===== src/rtl/sha_digest_uart_tx.sv =====
// sha_digest_uart_tx: captures the 256-bit SHA-256 digest on a rising edge of hash_done.
// It sends the digest as 64 ASCII hex characters, optionally followed by CR LF, over a
// UART 8N1 line. There is no gap between characters.
//
// Ports:
//   clk        system clock, rising edge
//   rst_n      asynchronous active-low reset
//   signature  [0:255] digest, bit 0 is the MSB of H0
//   hash_done  completion level from the hash core; only its rising edge triggers
//   tx         registered serial output, idles high
//   busy       high from capture until tx_done
//   tx_done    one-cycle pulse after the last stop bit
//   drop_err   one-cycle pulse when a new digest arrives while busy
module sha_digest_uart_tx #(
  parameter int unsigned CLK_FREQ     = 50000000,
  parameter int unsigned BAUD         = 115200,
  parameter int unsigned CLKS_PER_BIT = CLK_FREQ / BAUD,
  parameter bit          HEX_UPPER    = 1'b0,
  parameter bit          APPEND_CRLF  = 1'b1
) (
  input  logic         clk,
  input  logic         rst_n,
  input  logic [0:255] signature,
  input  logic         hash_done,
  output logic         tx,
  output logic         busy,
  output logic         tx_done,
  output logic         drop_err
);

  localparam int unsigned NumChars = APPEND_CRLF ? 66 : 64;
  localparam int unsigned CntW     = (CLKS_PER_BIT > 1) ? $clog2(CLKS_PER_BIT) : 1;
  localparam logic [CntW-1:0] CntMax   = CntW'(CLKS_PER_BIT - 1);
  localparam logic [6:0]      LastChar = 7'(NumChars - 1);

  localparam logic [2:0] IDLE  = 3'd0;
  localparam logic [2:0] START = 3'd1;
  localparam logic [2:0] DATA  = 3'd2;
  localparam logic [2:0] STOP  = 3'd3;
  localparam logic [2:0] DONE  = 3'd4;

  logic [2:0]      state_q, state_d;
  logic [CntW-1:0] baud_q, baud_d;
  logic [2:0]      bit_q, bit_d;
  logic [6:0]      char_q, char_d;
  logic [255:0]    shreg_q, shreg_d;
  logic            hd_q;
  logic            tx_q, tx_d;
  logic            busy_q, busy_d;
  logic            done_q, done_d;
  logic            drop_q, drop_d;

  logic       rise;
  logic       baud_wrap;
  logic [3:0] nib;
  logic [7:0] cur_char;

  assign rise      = hash_done & ~hd_q;
  assign baud_wrap = (baud_q == CntMax);
  // The leading nibble always sits at the top; the register shifts left once per character.
  assign nib       = shreg_q[255:252];

  always_comb begin
    cur_char = 8'h0a;
    if (char_q < 7'd64) begin
      if (nib < 4'd10) cur_char = 8'h30 + {4'h0, nib};
      else             cur_char = (HEX_UPPER ? 8'h37 : 8'h57) + {4'h0, nib};
    end else if (char_q == 7'd64) begin
      cur_char = 8'h0d;
    end
  end

  always_comb begin
    state_d = state_q;
    baud_d  = baud_wrap ? '0 : baud_q + 1'b1;
    bit_d   = bit_q;
    char_d  = char_q;
    shreg_d = shreg_q;
    tx_d    = tx_q;
    busy_d  = busy_q;
    done_d  = 1'b0;
    // DONE still counts as busy, so an edge there is dropped.
    drop_d  = rise && (state_q != IDLE);
    case (state_q)
      IDLE: begin
        baud_d = '0;
        if (rise) begin
          shreg_d = signature;
          busy_d  = 1'b1;
          char_d  = '0;
          tx_d    = 1'b0;
          state_d = START;
        end
      end
      START: begin
        if (baud_wrap) begin
          tx_d    = cur_char[0];
          bit_d   = '0;
          state_d = DATA;
        end
      end
      DATA: begin
        if (baud_wrap) begin
          if (bit_q == 3'd7) begin
            tx_d    = 1'b1;
            state_d = STOP;
          end else begin
            bit_d = bit_q + 3'd1;
            tx_d  = cur_char[bit_q + 3'd1];
          end
        end
      end
      STOP: begin
        if (baud_wrap) begin
          if (char_q == LastChar) begin
            state_d = DONE;
          end else begin
            char_d  = char_q + 7'd1;
            shreg_d = {shreg_q[251:0], 4'h0};
            tx_d    = 1'b0;
            state_d = START;
          end
        end
      end
      DONE: begin
        baud_d  = '0;
        tx_d    = 1'b1;
        busy_d  = 1'b0;
        done_d  = 1'b1;
        state_d = IDLE;
      end
      default: begin
        baud_d  = '0;
        tx_d    = 1'b1;
        busy_d  = 1'b0;
        state_d = IDLE;
      end
    endcase
  end

  always_ff @(posedge clk or negedge rst_n) begin
    if (!rst_n) begin
      state_q <= IDLE;
      baud_q  <= '0;
      bit_q   <= '0;
      char_q  <= '0;
      shreg_q <= '0;
      // Reset high so a level held across reset is not seen as a new digest.
      hd_q    <= 1'b1;
      tx_q    <= 1'b1;
      busy_q  <= 1'b0;
      done_q  <= 1'b0;
      drop_q  <= 1'b0;
    end else begin
      state_q <= state_d;
      baud_q  <= baud_d;
      bit_q   <= bit_d;
      char_q  <= char_d;
      shreg_q <= shreg_d;
      hd_q    <= hash_done;
      tx_q    <= tx_d;
      busy_q  <= busy_d;
      done_q  <= done_d;
      drop_q  <= drop_d;
    end
  end

  assign tx       = tx_q;
  assign busy     = busy_q;
  assign tx_done  = done_q;
  assign drop_err = drop_q;

endmodule


===== config.mk =====
export PLATFORM = sky130hd
export DESIGN_NAME = sha_digest_uart_tx
export DESIGN_NICKNAME = d
export VERILOG_FILES = /design/src/rtl/sha_digest_uart_tx.sv
export SDC_FILE = /design/constraint.sdc
export NUM_CORES = 1
export LEC_CHECK = 0
export CAP_MARGIN = 15
export CORE_ASPECT_RATIO = 1.2
export CORE_MARGIN = 1
export CORE_UTILIZATION = 50
export CTS_BUF_LIST = sky130_fd_sc_hd__clkbuf_2 sky130_fd_sc_hd__clkbuf_4 sky130_fd_sc_hd__clkbuf_8
export DETAILED_ROUTE_END_ITERATION = 10
export MAX_ROUTING_LAYER = met4
export PLACE_DENSITY = 0.78
export SLEW_MARGIN = 10
export SYNTH_ARGS = -nofsm -noshare
export SYNTH_HDL_FRONTEND = slang
export SYNTH_SLANG_ARGS = --single-unit

===== constraint.sdc =====
create_clock -name clk -period 2.95 [get_ports clk]
set_input_delay 0.885 -clock clk [delete_from_list [all_inputs] [get_ports clk]]
set_output_delay 0.885 -clock clk [all_outputs]
set_load 0.05 [all_outputs]

==> results.txt <==
The detailed-route via count is 11640. The tree is rooted in a sky130_fd_sc_hd__clkbuf_8. The initial utilization of the core area, before any placement, comes to 50.97%. Per report_power, the sequential group accounts for 49.8% of the total. The signal on the critical path passes through clkdlybuf4s50_1. In this run the post-CTS setup repair buffer count came out at 0. The global route total overflow came out at 0. In this run the critical register-to-register path is launched from baud_q[6]$_DFF_PN0_.

After the first detailed-routing iteration, the DRC count stood at 726. In this run the tightest slew margin relative to its limit is 59.02%. The slew at the pin with the worst max-slew slack is 0.6147 ns. Setup repair after global routing left no endpoint under its margin. The number of cell rows came out at 64.

The fill cell total of the finished layout is 2082. Counting both buffers and inverters, the worst setup path holds a total of 1. The flop-to-flop setup slack is 0.34 ns. Once layout is complete, the cells apart from fillers number 2146. The total clock buffers created by CTS is 46. The overall die area is 0.02661 sq mm.

The wire length per cell is 15.23 um. The switching power of the nets is 2.377 mW. The clock-pin slew on the worst setup and hold paths came out at 0.06 ns.

The number of hold buffers added after cts is 0. The Yosys step of the flow raised 0 warnings. The antenna violation net count after detailed routing is 0. The final weighted congestion in routability-driven placement is 0.8743. The cell area after layout came out at 0.01697 sq mm. The routed wire length is 32690 um.

The fraction of final layout cells with drive strength greater than 1 is 6.553%. The clock network is responsible for 37.4% of the overall power. Sorting the synthesized cells by area gives the leading types as sky130_fd_sc_hd__dfrtp_1 54%, sky130_fd_sc_hd__nand2_1 15%, sky130_fd_sc_hd__a31oi_1 12%. The internal power of the cells totals 7.092 mW.

The core footprint came out at 0.02546 sq mm. The worst setup path is captured at an output pin. The count of TritonRoute iterations in the first routing pass is 5.

The slowest stage of the critical path belongs to the cell sky130_fd_sc_hd__clkdlybuf4s50_1. Dividing the detail-routed via count by the number of cells gives 5.425. The fraction of registers with async set or reset after synthesis is 100.0%.

The number of synthesized flops with an enable pin came out at 0. The first global-routing pass estimated 53250 um of wire. The mean post-synth cell area is 8.310 sq um. The utilization after layout is 66.64%. STA classifies the critical path startpoint as a register. For the final routed database, the setup TNS stands at 0 ns.

Power spread over the standard cell area amounts to 558.0 mW/mm^2. The depth of the worst register-to-register path came out at 7. The worst IR drop on VDD is 0.3220 mV. From left edge to right edge, the die measures 149.1 um. The number of library cell types mapped by synthesis came out at 46. The data required time of the critical path came out at 2.07 ns. The pin count of the biggest net entering global routing came out at 131.

The post-synthesis cell count is 1562. The flow ran to the end, and the final reports show no timing, DRC or antenna violations. Port buffering added 262 buffers. No sink is reached through more buffers than the 3 on the longest clock path. The post-placement cell area is 0.01599 sq mm.

The final number of hold-violating endpoints came to 0. The most used flip-flop cell after synthesis is sky130_fd_sc_hd__dfrtp_1. The biggest area consumer among synthesized cells is sky130_fd_sc_hd__dfrtp_1. The reg-to-reg endpoint is shreg_q[27]$_DFFE_PN0P_. The classification of the worst setup path is reg2out. The clock latency on the worst-skew pair came out at 0.56 ns.

The delay of the slowest critical-path stage came out at 0.84 ns. Detailed placement finished with a half-perimeter wire length of 22140 um. The share of the synthesized area in the top cell type is 54.17%. The number of nets handed over by synthesis was 1829. The number of antenna violations at the first check in global routing is 0. The total number of H-tree levels came out at 2. The leakage power figure came out at 6.939 nW. The number of top-level pins came out at 263. The net count of the finished layout is 2050.

The class of the tightest hold or removal check is in2async. Of the total power, combinational logic draws 12.7%. The minimum period implied by the final worst setup slack is 2.813 ns. Global routing used 25.47% of the available tracks. Counting flops and latches in the post-synthesis netlist gives 283.

The total standard cell area after synthesis came out at 0.01298 sq mm. The final setup skew came out at 0.02493 ns. The endpoint arrival time on the critical path came out at 1.93 ns. For this run, the top clock speed supported by timing is 355.5 MHz. The post-route DRC violation count came out at 0. The CTS tree is built.

The final-report max-slew violation count came to 0. The synthesis-to-finish area growth came out at 30.73%. The tool flagged a number of max-cap violations equal to 0.

The final critical path takes up 95.35% of the cycle. The switching power share of the total is 25.11%. The top fanout value on the critical path is 2. The number of clock sinks came out at 283. The number of antenna diodes in the final layout is 0. Once the clock tree was built, the resizer swapped 0 gates to a different size. The number of placed instances, taps included, is 2065.

The vertical die dimension is 178.5 um. The overall power after layout came out at 9.469 mW. In this design, the largest share of critical-path delay is due to buffers and inverters. The sequential cell area fraction in the yosys report is 54.58%. The number of global-route vias before repair is 11160.

The setup-violating endpoint count in the final report came out at 0.
[logic make-up after synthesis]
group | Yosys count | synth area share [%]
XOR/XNOR | 9 | 0.6072
adder cells (fa/ha/maj) | 8 | 0.7712
AND/OR/NAND/NOR | 840 | 25.08
AO/OA/AOI/OAI | 292 | 14.31
flip-flops | 283 | 54.58
buffers and inverters | 130 | 4.656
[how the worst max path moves through the flow]
stage	startpoint	to	cells past startpoint
CTS	tx$_DFFE_PN1P_	tx	1
global placement	hash_done	shreg_q[23]$_DFFE_PN0P_	8
detailed placement	hash_done	shreg_q[31]$_DFFE_PN0P_	8
finish	tx$_DFFE_PN1P_	tx	1
floorplan	baud_q[6]$_DFF_PN0_	shreg_q[100]$_DFFE_PN0P_	6
global route	tx$_DFFE_PN1P_	tx	1
[cells in the mapped netlist (2+ instances only)]
master and number:
sky130_fd_sc_hd__nand4_1 2, sky130_fd_sc_hd__nor3b_1 3, sky130_fd_sc_hd__buf_4 20, sky130_fd_sc_hd__nor3_1 2
sky130_fd_sc_hd__nor2b_1 4, sky130_fd_sc_hd__nor4_1 2, sky130_fd_sc_hd__o31ai_1 3, sky130_fd_sc_hd__nand2b_1 4
sky130_fd_sc_hd__xor2_1 4, sky130_fd_sc_hd__a21oi_1 6, sky130_fd_sc_hd__nand3_1 12, sky130_fd_sc_hd__ha_1 8
sky130_fd_sc_hd__and2_1 4, sky130_fd_sc_hd__and3_1 3, sky130_fd_sc_hd__o22a_1 2, sky130_fd_sc_hd__a31oi_1 253
sky130_fd_sc_hd__clkbuf_1 66, sky130_fd_sc_hd__dfrtp_1 281, sky130_fd_sc_hd__xnor2_1 5, sky130_fd_sc_hd__o41ai_1 2
sky130_fd_sc_hd__nor2_1 271, sky130_fd_sc_hd__inv_1 11, sky130_fd_sc_hd__buf_2 33, sky130_fd_sc_hd__nand2_1 527
sky130_fd_sc_hd__o21ai_0 12, sky130_fd_sc_hd__dfstp_2 2
[cell type report]
| cell class | instances | area, sq um | area share (%) |
|---|---|---|---|
| inverters | 11 | 41.29 | 0.2433 |
| clock buffers | 76 | 945.9 | 5.574 |
| multi-input cells | 1149 | 5314 | 31.32 |
| clock inverters | 5 | 30.03 | 0.1770 |
| well taps | 330 | 412.9 | 2.433 |
| repair buffers | 292 | 3141 | 18.51 |
| flip-flops and latches | 283 | 7084 | 41.75 |
[per-stage QoR]
stage	hold WS [ns]	setup slack, ns
global route	0.2641	0.1053
floorplan	0.4386	0.6902
global placement	0.4524	0.2253
detailed placement	0.4565	0.1713
finish	0.2515	0.1371
CTS	0.2462	0.09454
[flip-flops by register name, summed over array words and instances (netlist names)]
| name | count |
|---|---|
| baud_q | 9 |
| tx_done | 1 |
| tx | 1 |
| busy | 1 |
| char_q | 7 |
| drop_err | 1 |
| state_q | 3 |
| bit_q | 3 |
| shreg_q | 256 |
| hd_q | 1 |
[cells in the final DEF, fill, tap and decap left out, types with 2 or more instances in the layout]
| cell type | n |
|---|---|
| sky130_fd_sc_hd__clkinv_2 | 3 |
| sky130_fd_sc_hd__nand3_1 | 12 |
| sky130_fd_sc_hd__nand4_1 | 2 |
| sky130_fd_sc_hd__buf_12 | 23 |
| sky130_fd_sc_hd__o22a_1 | 2 |
| sky130_fd_sc_hd__xnor2_1 | 5 |
| sky130_fd_sc_hd__nand2b_1 | 4 |
| sky130_fd_sc_hd__a31oi_1 | 253 |
| sky130_fd_sc_hd__nor3_1 | 2 |
| sky130_fd_sc_hd__dfstp_2 | 2 |
| sky130_fd_sc_hd__and2_1 | 4 |
| sky130_fd_sc_hd__xor2_1 | 4 |
| sky130_fd_sc_hd__buf_4 | 7 |
| sky130_fd_sc_hd__o41ai_1 | 2 |
| sky130_fd_sc_hd__ha_1 | 8 |
| sky130_fd_sc_hd__clkbuf_8 | 60 |
| sky130_fd_sc_hd__clkdlybuf4s50_1 | 261 |
| sky130_fd_sc_hd__clkinvlp_4 | 2 |
| sky130_fd_sc_hd__nor2b_1 | 4 |
| sky130_fd_sc_hd__inv_1 | 11 |
| sky130_fd_sc_hd__nor2_1 | 270 |
| sky130_fd_sc_hd__o21ai_0 | 12 |
| sky130_fd_sc_hd__nor4_1 | 2 |
| sky130_fd_sc_hd__clkbuf_4 | 16 |
| sky130_fd_sc_hd__nand2_1 | 526 |
| sky130_fd_sc_hd__dfrtp_1 | 281 |
| sky130_fd_sc_hd__a21oi_1 | 6 |
| sky130_fd_sc_hd__and3_1 | 3 |
| sky130_fd_sc_hd__o31ai_1 | 3 |
| sky130_fd_sc_hd__nor3b_1 | 3 |
[routing by layer]
layer	routed length [um]	global-route usage (%)	up-vias	share of wire, %
li1	-	-	5671	-
met1	14130	33.23	5514	43
met2	15560	40.83	388	48
met3	2173	4.015	69	6.6
met4	822	8.036	0	2.5
met5	0	-	-	0
[power by group through the flow]
stage                     combinational [mW]  sequential [mW]  clock [mW]
after detailed placement                1.21             4.77           0
after global routing                    1.36             4.78        3.81
after floorplan                        0.613             4.71           0
final                                   1.21             4.72        3.55
after global placement                  1.17             4.76           0
after CTS                               1.22             4.71        3.63
(Power assumes the default switching activity.)
